`config.mk`:
```
export PLATFORM = sky130hd
export DESIGN_NAME = md_sequencer
export DESIGN_NICKNAME = d
export VERILOG_FILES = /design/src/rtl/md_sequencer.sv
export SDC_FILE = /design/constraint.sdc
export NUM_CORES = 1
export LEC_CHECK = 0
export ABC_AREA = 1
export CORE_ASPECT_RATIO = 1.4
export CORE_UTILIZATION = 40
export DETAILED_ROUTE_END_ITERATION = 16
export MAX_ROUTING_LAYER = met4
export RECOVER_POWER = 25
export SYNTH_ARGS = -nofsm -noshare
export SYNTH_HDL_FRONTEND = slang
export SYNTH_SLANG_ARGS = --single-unit
```
`constraint.sdc`:
```
create_clock -name clk -period 4.4 [get_ports clk]
set_input_delay 0.44 -clock clk [delete_from_list [all_inputs] [get_ports clk]]
set_output_delay 0.44 -clock clk [all_outputs]
set_load 0.01 [all_outputs]
```
`src/rtl/md_sequencer.sv`:
```
// Multiply/divide sequencer for the HI/LO unit.
// Division: 32-cycle radix-2 restoring shift-subtract on operand magnitudes, then sign fixup.
// Multiplication: 32-cycle shift-add on magnitudes by default; define MD_FAST_MULT_EN to
// compute the product in a single MUL cycle instead.
// md_result is registered on entry to DONE and held until the next completion.
module md_sequencer (
  input  logic        clk,
  input  logic        reset,
  input  logic        mult_en,
  input  logic        div_en,
  input  logic        is_signed,
  input  logic [31:0] md_src1,
  input  logic [31:0] md_src2,
  input  logic        flush,
  output logic        busy,
  output logic        md_complete,
  output logic [63:0] md_result
);

  localparam logic [1:0] StIdle = 2'd0;
  localparam logic [1:0] StMul  = 2'd1;
  localparam logic [1:0] StDiv  = 2'd2;
  localparam logic [1:0] StDone = 2'd3;

  logic [1:0]  state_q, state_d;
  logic [4:0]  cnt_q, cnt_d;
  logic [32:0] a_q, a_d;        // partial remainder / upper partial product
  logic [31:0] b_q, b_d;        // quotient/dividend shifter or multiplier shifter
  logic [31:0] opd_q, opd_d;    // divisor or multiplicand magnitude
  logic [31:0] src1_q, src1_d;  // raw dividend, returned as HI on divide by zero
  logic        neg_q, neg_d;    // negate quotient / product
  logic        rneg_q, rneg_d;  // negate remainder (dividend was negative)
  logic        div0_q, div0_d;
  logic [63:0] res_q, res_d;

  logic        accept;
  logic [31:0] mag1, mag2;
  logic [32:0] div_shift, div_diff, div_a;
  logic        div_ge;
  logic [31:0] div_b;
  logic [63:0] div_res, prod_mag, mul_res;
`ifndef MD_FAST_MULT_EN
  logic [32:0] mul_sum, mul_a;
  logic [31:0] mul_b;
`endif

  assign accept = (state_q == StIdle) && !flush && (mult_en || div_en);
  assign mag1   = (is_signed && md_src1[31]) ? -md_src1 : md_src1;
  assign mag2   = (is_signed && md_src2[31]) ? -md_src2 : md_src2;

  // One restoring-divide step, one shift-add step, and the fixed-up final results.
  always_comb begin
    div_shift = {a_q[31:0], b_q[31]};
    div_diff  = div_shift - {1'b0, opd_q};
    div_ge    = div_shift >= {1'b0, opd_q};
    div_a     = div_ge ? div_diff : div_shift;
    div_b     = {b_q[30:0], div_ge};
    if (div0_q) begin
      div_res = {src1_q, 32'hFFFF_FFFF};
    end else begin
      div_res = {(rneg_q ? -div_a[31:0] : div_a[31:0]), (neg_q ? -div_b : div_b)};
    end
`ifdef MD_FAST_MULT_EN
    prod_mag = {32'd0, opd_q} * {32'd0, b_q};
`else
    mul_sum  = a_q + (b_q[0] ? {1'b0, opd_q} : 33'd0);
    mul_a    = {1'b0, mul_sum[32:1]};
    mul_b    = {mul_sum[0], b_q[31:1]};
    prod_mag = {mul_a[31:0], mul_b};
`endif
    mul_res  = neg_q ? -prod_mag : prod_mag;
  end

  // Next-state and datapath sequencing.
  always_comb begin
    state_d = state_q;
    cnt_d   = cnt_q;
    a_d     = a_q;
    b_d     = b_q;
    opd_d   = opd_q;
    src1_d  = src1_q;
    neg_d   = neg_q;
    rneg_d  = rneg_q;
    div0_d  = div0_q;
    res_d   = res_q;
    unique case (state_q)
      StIdle: begin
        if (accept) begin
          cnt_d  = 5'd0;
          a_d    = 33'd0;
          src1_d = md_src1;
          neg_d  = is_signed && (md_src1[31] ^ md_src2[31]);
          rneg_d = is_signed && md_src1[31];
          div0_d = (md_src2 == 32'd0);
          if (mult_en) begin
            state_d = StMul;
            opd_d   = mag1;
            b_d     = mag2;
          end else begin
            state_d = StDiv;
            opd_d   = mag2;
            b_d     = mag1;
          end
        end
      end
      StMul: begin
        if (flush) begin
          state_d = StIdle;
          cnt_d   = 5'd0;
        end else begin
`ifdef MD_FAST_MULT_EN
          state_d = StDone;
          res_d   = mul_res;
`else
          a_d   = mul_a;
          b_d   = mul_b;
          cnt_d = cnt_q + 5'd1;
          if (cnt_q == 5'd31) begin
            state_d = StDone;
            res_d   = mul_res;
          end
`endif
        end
      end
      StDiv: begin
        if (flush) begin
          state_d = StIdle;
          cnt_d   = 5'd0;
        end else begin
          a_d   = div_a;
          b_d   = div_b;
          cnt_d = cnt_q + 5'd1;
          if (cnt_q == 5'd31) begin
            state_d = StDone;
            res_d   = div_res;
          end
        end
      end
      StDone: state_d = StIdle;
      default: state_d = StIdle;
    endcase
  end

  // State registers; synchronous reset overrides flush and requests.
  always_ff @(posedge clk) begin
    if (reset) begin
      state_q <= StIdle;
      cnt_q   <= 5'd0;
      a_q     <= 33'd0;
      b_q     <= 32'd0;
      opd_q   <= 32'd0;
      src1_q  <= 32'd0;
      neg_q   <= 1'b0;
      rneg_q  <= 1'b0;
      div0_q  <= 1'b0;
      res_q   <= 64'd0;
    end else begin
      state_q <= state_d;
      cnt_q   <= cnt_d;
      a_q     <= a_d;
      b_q     <= b_d;
      opd_q   <= opd_d;
      src1_q  <= src1_d;
      neg_q   <= neg_d;
      rneg_q  <= rneg_d;
      div0_q  <= div0_d;
      res_q   <= res_d;
    end
  end

  assign busy        = (state_q != StIdle);
  assign md_complete = (state_q == StDone);
  assign md_result   = res_q;

endmodule

```
==> metrics.txt, run 1 <==
Reg clk slew, reported paths 0.07 ns; Slew Viols, Final 0; CP Capture Point md_result[58]$_SDFFE_PP0P_; largest family of logic cells by synthesized area simple AND/OR/NAND/NOR gates; CTS sink cnt 203; Yosys Warn Count 0; synth unique cells 58; Clock Skew 0.0253 ns; CP max-delay cell xnor2_2; Ports 136; vias in the first global route 22,900; max-cap violation count 0; crit path buf inv count 3; Worst EP arrival 4.68 ns; post-synthesis simple-gate area fraction 35.3%; Min-Delay Path Depth 2; drt first pass iters 6; post-synthesis xor/xnor area fraction 4.89%; Leakage Power 11.6 nW; status completed; Vias per Instance 5.78; Cells after DPL 4,096; r2r endpoint md_result[58]$_SDFFE_PP0P_; initial antenna violation count 3; CTS Hold Bufs 0; synthesized area per cell 5.79 um^2; Routed Antenna Nets 0; CP Class reg -> reg; Placer Congestion 1.07; Worst Tran Pin Value 1.10 ns; worst r2r src b_q[0]$_SDFFE_PP0P_; Die H 265 um; DR WL/cell 24.4 um; Max-slew headroom 26.4%; Worst VDD drop 0.417 mV; htree depth 1; most instantiated cells after synthesis nand2_1 (875), inv_1 (487), nor2_1 (361), o21ai_0 (239), a21oi_1 (229); Max clock buf depth 3; cell taking the most area after synthesis dfxtp_1; total global routing overflow 0; most common cell in the netlist nand2_1; Yosys reg bits 203; number of flops mapped to enable cells by yosys 0; synthesis-to-layout area growth 15.1%; min cycle time layout 4.22 ns; Design Power 11.4 mW; Async SR Flop Fraction 0%; Setup Buffers After CTS 0; CP cell instances buf_4, nand2_1, inv_1, ha_1, a21oi_1, o21ai_0, a21oi_1, nand2_1, xnor2_2, buf_4, nand2_1, nor3_2, nand2_1, nand2_1, nand3_1, nand3_1, nand2_1, a21oi_1, nor2_1; post-synthesis adder-cell area fraction 4.97%; share of the synthesized area in the top cell type 20.6%; buffers added on ports 135; CP Depth 19; multiplexer area fraction after synthesis 0%; Fmax 237 MHz; Setup Viol. Count Final 0; Root Driver clkbuf_16; TritonCTS buffer count 25; First DRT Iteration DRCs 2,095; Die Width 190 um; Die ar. 0.0501 mm^2; reg-to-reg slack, setup 0.18 ns; Layout Cells excl Fill 4,144; largest net degree at the start of global routing 88; drt drc 0; Synth area leaders dfxtp_1 (21%), nand2_1 (17%), inv_1 (9.3%); Compound-Gate Fraction of Synth Area 21.4%; Worst path most repeated cell nand2_1; first-pass GRT wire length 147,000 um; FF-to-FF path depth 19; # fillers 5,304; core area 0.0483 mm^2; crit path from b_q[0]$_SDFFE_PP0P_; worst-path fanout max 11; crit-path leading delay family simple AND/OR/NAND/NOR gates; Rows 95; Overall Global Routing Usage 40.7%; Synthesized Nets 3,548; Pwr per Cell Area 503 mW/mm^2; period utilization 95.9%; CP peak stage delay 0.63 ns; setup TNS 0 ns; final core utilization 47.0%; via count 23,900; clock latency on the worst-skew pair 0.57 ns; share of cells above drive strength 1 6.58%; worst hold path type reg -> reg; CP required 4.86 ns; crit path launch type flip-flop; Mapped Area 0.0197 mm^2; TritonCTS clock tree done; Crit. End Element flip-flop; Routed WL 101,000 um; hpwl dp 80,800 um; Top FF cell, synth dfxtp_1; Cells after Synth 3,401; post-synthesis sequential area ratio 20.6%; Starting Density 40.8%; endpoints failing hold 0; # nets final 3,641
## how the worst min path moves through the flow
stage / startpoint / endpoint
floorplan: src1_q[15]$_SDFFE_PP0P_ / src1_q[15]$_SDFFE_PP0P_
global placement: a_q[32]$_SDFFE_PP0P_ / a_q[32]$_SDFFE_PP0P_
finish: a_q[32]$_SDFFE_PP0P_ / a_q[32]$_SDFFE_PP0P_
CTS: a_q[32]$_SDFFE_PP0P_ / a_q[32]$_SDFFE_PP0P_
global route: a_q[32]$_SDFFE_PP0P_ / a_q[32]$_SDFFE_PP0P_
detailed placement: a_q[32]$_SDFFE_PP0P_ / a_q[32]$_SDFFE_PP0P_
## sequential cells by signal, indices dropped and copies added, names as in the netlist
name	flops
b_q	32
md_result	64
a_q	33
src1_q	32
rneg_q	1
div0_q	1
cnt_q	5
neg_q	1
state_q	2
opd_q	32
## cell families after synthesis
logic type / count (synthesis)
AOI/OAI and AO/OA: 718
adders and majority gates: 77
and+or+nand+nor: 1640
buffers and inverters: 654
xor gates and xnor gates: 109
DFF: 203
## repair_timing
action | in CTS | in global routing
setup endpoints to repair | 0 | 20
hold endpoints to repair | 0 | 0
gates resized for setup | 0 | 8
## worst min-delay path, cell delays in order (launching register included)
cell and delay (ns):
dfxtp_1 0.32, nand2_1 0.07, a21oi_1 0.05
## through the flow
| step | hold WS, ns | instance area [um^2] | setup WS (ns) |
|---|---|---|---|
| 6_report | 0.486 | 22700 | 0.179 |
| 2_1_floorplan | 0.430 | 19700 | 1.10 |
| 3_3_place_gp | 0.458 | 21800 | 0.0112 |
| 3_5_place_dp | 0.477 | 21800 | 0.0558 |
| 4_1_cts | 0.488 | 22600 | 0.0297 |
| 5_1_grt | 0.525 | 22700 | -0.0140 |
## report_power, final
group / switching [mW] / internal [mW] / total (mW) / leakage [nW]
Sequential: 0.365 / 2.07 / 2.44 / 1.66
Clock: 0.943 / 1.16 / 2.10 / 0.393
Combinational: 4.91 / 1.95 / 6.87 / 9.57
Total: 6.22 / 5.18 / 11.4 / 11.6
## cells in the final DEF, fill, tap and decap left out, drive strengths merged, types with 3 or more instances in the layout
| cell | n |
|---|---|
| nand2 | 901 |
| inv | 499 |
| nor2 | 386 |
| o21ai | 262 |
| a21oi | 231 |
| nand3 | 216 |
| dfxtp | 203 |
| buf | 86 |
| xor2 | 78 |
| ha | 75 |
| clkdlybuf4s50 | 69 |
| dlygate4sd3 | 64 |
| nor3 | 56 |
| a31oi | 54 |
| a221oi | 53 |
| nand4 | 41 |
| o211ai | 40 |
| xnor2 | 31 |
| clkbuf | 31 |
| nand3b | 19 |
| o221ai | 15 |
| o21bai | 12 |
| o31ai | 12 |
| clkinv | 12 |
| a22oi | 11 |
| or2 | 10 |
| o22ai | 8 |
| a21o | 6 |
| nor4 | 6 |
| a211oi | 4 |
| diode | 3 |
| and2 | 3 |
| a21boi | 3 |
## per-layer routing
metal | vias to the layer above | track usage (%) | wire (um) | share of wire (%)
met2 | 1131 | 67.8 | 48000 | 48
met4 | 0 | 36.8 | 10900 | 11
met3 | 351 | 4.66 | 6040 | 6.0
met5 | - | - | 0 | 0
li1 | 11300 | - | - | -
met1 | 11100 | 42.1 | 36000 | 36
## final cells by class
cell class,instances,area [um^2],area share [%]
sequential,203,4070,18.0
clock inverter,13,115,0.508
timing repair buffer,219,1970,8.70
inverter,500,1880,8.28
tap,630,788,3.48
clock buffer,31,678,2.99
multi-input combinational,2545,13200,58.0
antenna,3,7.51,0.0331
No activity file was read; power rests on OpenSTA's default activity.
==> run 2, diff against run 1 <==
- SETUP_SLACK_MARGIN: not set -> 0.02
- clock period: 4.4 -> 5.5 ns (I/O delays scaled with it)
==> run 2 against run 1 <==
Net effect:
- fmax shrank 3.9%
- clock-buffer cell count is 3 higher
- sequential cell count unchanged
- total power down 19%
- critical endpoint is now md_result[8]$_SDFFE_PP0P_
- the flow now finishes with violations (max-capacitance violations, max-slew violations)
- cell count down 1.5%
- via count shrank 1.6%
- utilization decreased by 0.80 points
- largest cell class unchanged
- clock skew down 0.0076 ns
- setup slack gained 0.93 ns
==> metrics.txt, run 2 (same netlist as run 1, synthesis figures left out) <==
status finished with violations; failing checks max-capacitance violations, max-slew violations; largest net degree at the start of global routing 101; Die Width 190 um; htree depth 1; drt first pass iters 6; TritonCTS clock tree done; crit path buf inv count 2; via count 23,600; Placer Congestion 1.05; RSZ-0062 raised after global routing no; Worst EP arrival 4.82 ns; Setup Buffers After CTS 0; Largest register FFs 64; Reg clk slew, reported paths 0.07 ns; CTS sink cnt 203; worst r2r src a_q[19]$_SDFFE_PP0P_; worst-path fanout max 44; hpwl dp 78,700 um; crit-path leading delay family simple AND/OR/NAND/NOR gates; setup TNS 0 ns; Overall Global Routing Usage 40.2%; Fmax 228 MHz; Max clock buf depth 3; worst hold path type reg -> reg; Ports 136; Setup Viol. Count Final 0; first-pass GRT wire length 145,000 um; min cycle time layout 4.39 ns; crit path from a_q[19]$_SDFFE_PP0P_; share of cells above drive strength 1 4.72%; Worst VDD drop 0.454 mV; Routed WL 99,000 um; total global routing overflow 0; clock latency on the worst-skew pair 0.58 ns; Leakage Power 11.4 nW; Resized Gates After CTS 0; Crit. End Element flip-flop; TritonCTS buffer count 25; drt drc 0; Pwr per Cell Area 416 mW/mm^2; Worst Tran Pin Value 2.30 ns; max-cap violation count 1; CP max-delay cell o21ai_0; commonest cells after routing, fill and taps aside nand2_1 (874), inv_1 (485), nor2_1 (359); vias in the first global route 22,900; Worst Hold Launch a_q[32]$_SDFFE_PP0P_; Root Driver clkbuf_16; crit path launch type flip-flop; CTS Hold Bufs 0; CP Class reg -> reg; DR WL/cell 24.2 um; final hold slack 0.472 ns; Worst path most repeated cell nor2_1; CP cell instances ha_1, nand2_1, nor2_1, nand2_1, nor2_1, nand2_1, nand2_2, nor2_8, nand2_8, inv_2, ha_1, nor2_1, buf_4, nor2_1, o21ai_0, o21ai_0, a21oi_1; commonest non-fill, non-tap cell in the layout nand2_1; First DRT Iteration DRCs 2,199; CP peak stage delay 0.60 ns; Max-slew headroom -54.2%; period utilization 79.9%; # nets final 3,580; Vias per Instance 5.77; synthesis-to-layout area growth 13.2%; Routed Antenna Nets 0; Clock Skew 0.0177 ns; Die H 265 um; CP required 5.92 ns; endpoints failing hold 0; Die ar. 0.0501 mm^2; Slew Viols, Final 64; Design Power 9.26 mW; Starting Density 40.8%; final core utilization 46.2%; Rows 95; # fillers 5,323; initial antenna violation count 2; core area 0.0483 mm^2; buffers added on ports 135
-- run 2: final timing paths --
check | to | slack [ns] | cells after the start
worst max register to register | md_result[8]$_SDFFE_PP0P_ | 1.11 | 17
worst min register to register | a_q[32]$_SDFFE_PP0P_ | 0.47 | 2
worst min-delay path | a_q[32]$_SDFFE_PP0P_ | 0.47 | 2
worst max-delay path | md_result[8]$_SDFFE_PP0P_ | 1.11 | 17
-- run 2: report_power, final --
part / internal (mW) / total, mW / switching, mW
combinational: 1.48 / 5.42 / 3.94
clock: 1.10 / 1.86 / 0.758
sequential: 1.66 / 1.98 / 0.322
-- run 2: per-layer routing --
layer  track usage [%]  routed length [um]  up-vias
met5                 -                   0        -
met4              38.1               11200        0
met3              5.03                5730      371
met2              66.4               46900     1071
met1              41.1               35100    10900
li1                  -                   -    11200
-- run 2: final cells by class --
cell class | count | area (um^2) | area share [%]
inverter | 500 | 1880 | 8.43
sequential | 203 | 4070 | 18.2
antenna | 1 | 2.50 | 0.0112
multi-input combinational | 2544 | 13100 | 58.9
tap | 630 | 788 | 3.54
clock buffer | 34 | 719 | 3.23
timing repair buffer | 159 | 1530 | 6.87
clock inverter | 11 | 171 | 0.769
-- run 2: worst register-to-register path, cell delays in order, from the launching register on --
cell	delay [ns]
dfxtp_1	0.59
ha_1	0.41
nand2_1	0.18
nor2_1	0.10
nand2_1	0.13
nor2_1	0.05
nand2_1	0.10
nand2_2	0.10
nor2_8	0.36
nand2_8	0.29
inv_2	0.42
ha_1	0.22
nor2_1	0.04
buf_4	0.20
nor2_1	0.20
o21ai_0	0.10
o21ai_0	0.60
a21oi_1	0.13
-- run 2: stage by stage --
| stage | instances | instance area, um^2 | worst slack [ns] |
|---|---|---|---|
| 3_3_place_gp | 4036 | 21400 | 1.19 |
| 2_1_floorplan | 3401 | 19700 | 2.20 |
| 6_report | 4082 | 22300 | 1.11 |
| 4_1_cts | 4081 | 22300 | 1.22 |
| 5_1_grt | 4081 | 22300 | 0.816 |
| 3_5_place_dp | 4036 | 21400 | 1.27 |
==> run 3, diff against run 2 <==
- clock period: 5.5 -> 4.33 ns (I/O delays scaled with it)
==> run 3 against run 2 <==
Net effect:
- the run still ends with max-capacitance violations, max-slew violations left
- combinational power rose by 31%
- non-clock buffer count rose by 65
- critical path depth rose by 4
- total power rose by 27%
- cell count rose by 1.7%
==> metrics.txt, run 3 (same netlist as run 1, synthesis figures left out) <==
status finished with violations; failing checks max-capacitance violations, max-slew violations; Placer Congestion 1.04; synthesis-to-layout area growth 15.7%; htree depth 1; Layout Cells excl Fill 4,150; Worst VDD drop 0.542 mV; core area 0.0483 mm^2; Setup Viol. Count Final 0; sw frac 54.3%; clock latency on the worst-skew pair 0.58 ns; Root Driver clkbuf_16; Starting Density 40.8%; Ports 136; vias in the first global route 22,600; drt first pass iters 7; Clock Skew 0.0262 ns; Worst Tran Pin Value 1.72 ns; TritonCTS clock tree done; Max clock buf depth 3; Largest register FFs 64; Routed Antenna Nets 0; crit path buf inv count 4; # fillers 5,264; Worst path most repeated cell nand2_1; Rows 95; final hold slack 0.479 ns; endpoints failing hold 0; Die Width 190 um; min cycle time layout 4.18 ns; DR WL/cell 24.1 um; CTS Hold Bufs 0; RSZ-0062 raised after global routing no; Fmax 240 MHz; Die ar. 0.0501 mm^2; initial antenna violation count 2; clock power share 18.9%; first-pass GRT wire length 144,000 um; CP Class reg -> reg; Reg clk slew, reported paths 0.07 ns; Overall Global Routing Usage 39.9%; TritonCTS buffer count 25; Pint 5.39 mW; Vias per Instance 5.77; CTS sink cnt 203; Design Power 11.8 mW; crit-path leading delay family simple AND/OR/NAND/NOR gates; hpwl dp 78,800 um; commonest non-fill, non-tap cell in the layout nand2_1; crit path launch type flip-flop; Leakage Power 11.6 nW; Slew Viols, Final 39; Routed WL 99,900 um; share of cells above drive strength 1 6.71%; worst hold path type reg -> reg; buffers added on ports 135; commonest cells after routing, fill and taps aside nand2_1 (874), inv_1 (485), nor2_1 (357); largest net degree at the start of global routing 101; Crit. End Element flip-flop; worst-path fanout max 28; Flop pwr share 21.0%; CP max-delay cell dfxtp_1; CP cell instances inv_1, ha_1, nand2_1, nor2_1, nand3_1, nand3_2, nand2_2, nand2_2, nand2_8, nand2_8, clkinv_2, o21ai_1, buf_4, nand2_1, nor2_1, nand4_1, nand3_1, nand2_1, o21ai_1, buf_4, a21oi_1; # nets final 3,648; Worst EP arrival 4.62 ns; drt drc 0; total global routing overflow 0; switching pwr 6.39 mW; via count 24,000; First DRT Iteration DRCs 2,199; Pwr per Cell Area 517 mW/mm^2; period utilization 96.4%; CP required 4.77 ns; combinational share of power 60.1%; setup TNS 0 ns; max-cap violation count 1; Cells after DPL 4,099; CP peak stage delay 0.58 ns; Max-slew headroom -14.8%; Die H 265 um
## run 3: cell types whose count changed in the layout (fill, tap and decap cells not counted), moves of 2 or more
cell             delta
inv_6               -2
dfxtp_2             +3
clkinv_2            +4
dfxtp_1             -3
dlygate4sd3_1       -3
buf_4              +64
clkinv_4            +3
clkbuf_8            -4
nor2_2              +2
clkdlybuf4s50_1     +3
nor2_1              -2
## run 3: repair_timing
action,in CTS,in global routing
gates resized for setup,2,8
buffers inserted,0,2
pin swaps,0,3
gates cloned,0,3
setup endpoints to repair,4,30
hold endpoints to repair,0,0
## run 3: layer usage
metal  global-route usage, %  up-vias  part of all wire [%]
li1                        -    11300                     -
met1                    41.2    11100                    36
met2                    67.4     1110                    48
met3                    4.05      370                   5.7
met4                    35.2        0                    10
met5                       -        -                     0
## run 3: worst register-to-register path, cell delays in order, from the launching register on
cell and delay, ns:
dfxtp_1 0.58, inv_1 0.16, ha_1 0.37, nand2_1 0.07, nor2_1 0.14, nand3_1 0.12
nand3_2 0.17, nand2_2 0.09, nand2_2 0.13, nand2_8 0.18, nand2_8 0.23, clkinv_2 0.29
o21ai_1 0.23, buf_4 0.18, nand2_1 0.08, nor2_1 0.17, nand4_1 0.16, nand3_1 0.10
nand2_1 0.07, o21ai_1 0.31, buf_4 0.17, a21oi_1 0.06
## run 3: final cells by class
class                           instances  area [um^2]  share of cell area (%)
Sequential cell                       203         4070                    17.9
Timing Repair Buffer                  224         2030                    8.91
Tap cell                              630          788                    3.46
Multi-Input combinational cell       2547        13200                    57.9
Clock inverter                         14          168                   0.736
Antenna cell                            2         5.00                  0.0220
Clock buffer                           30          664                    2.91
Inverter                              500         1880                    8.25
## run 3: power by group through the flow
stage	registers [mW]	clock network, mW	logic [mW]
after floorplan	2.27	0	4.60
after global placement	2.49	0	6.79
after detailed placement	2.49	0	6.81
after CTS	2.45	2.25	6.84
after global routing	2.48	2.31	7.62
final	2.47	2.22	7.08
## run 3: worst paths after layout
check / from / endpoint / slack (ns) / cells past startpoint
min: a_q[32]$_SDFFE_PP0P_ / a_q[32]$_SDFFE_PP0P_ / 0.48 / 2
min reg2reg: a_q[32]$_SDFFE_PP0P_ / a_q[32]$_SDFFE_PP0P_ / 0.48 / 2
max: opd_q[1]$_SDFFE_PP0P_ / md_result[55]$_SDFFE_PP0P_ / 0.15 / 21
max reg2reg: opd_q[1]$_SDFFE_PP0P_ / md_result[55]$_SDFFE_PP0P_ / 0.15 / 21
## run 3: stage by stage
stage | instance area [um^2] | setup WS [ns] | utilization (%)
floorplan | 19700 | 1.03 | -
global placement | 21900 | -0.0705 | 45.3
detailed placement | 21900 | -0.0411 | 45.3
CTS | 22700 | 0.0385 | 47.1
global route | 22800 | 0.0261 | 47.2
finish | 22800 | 0.155 | 47.2
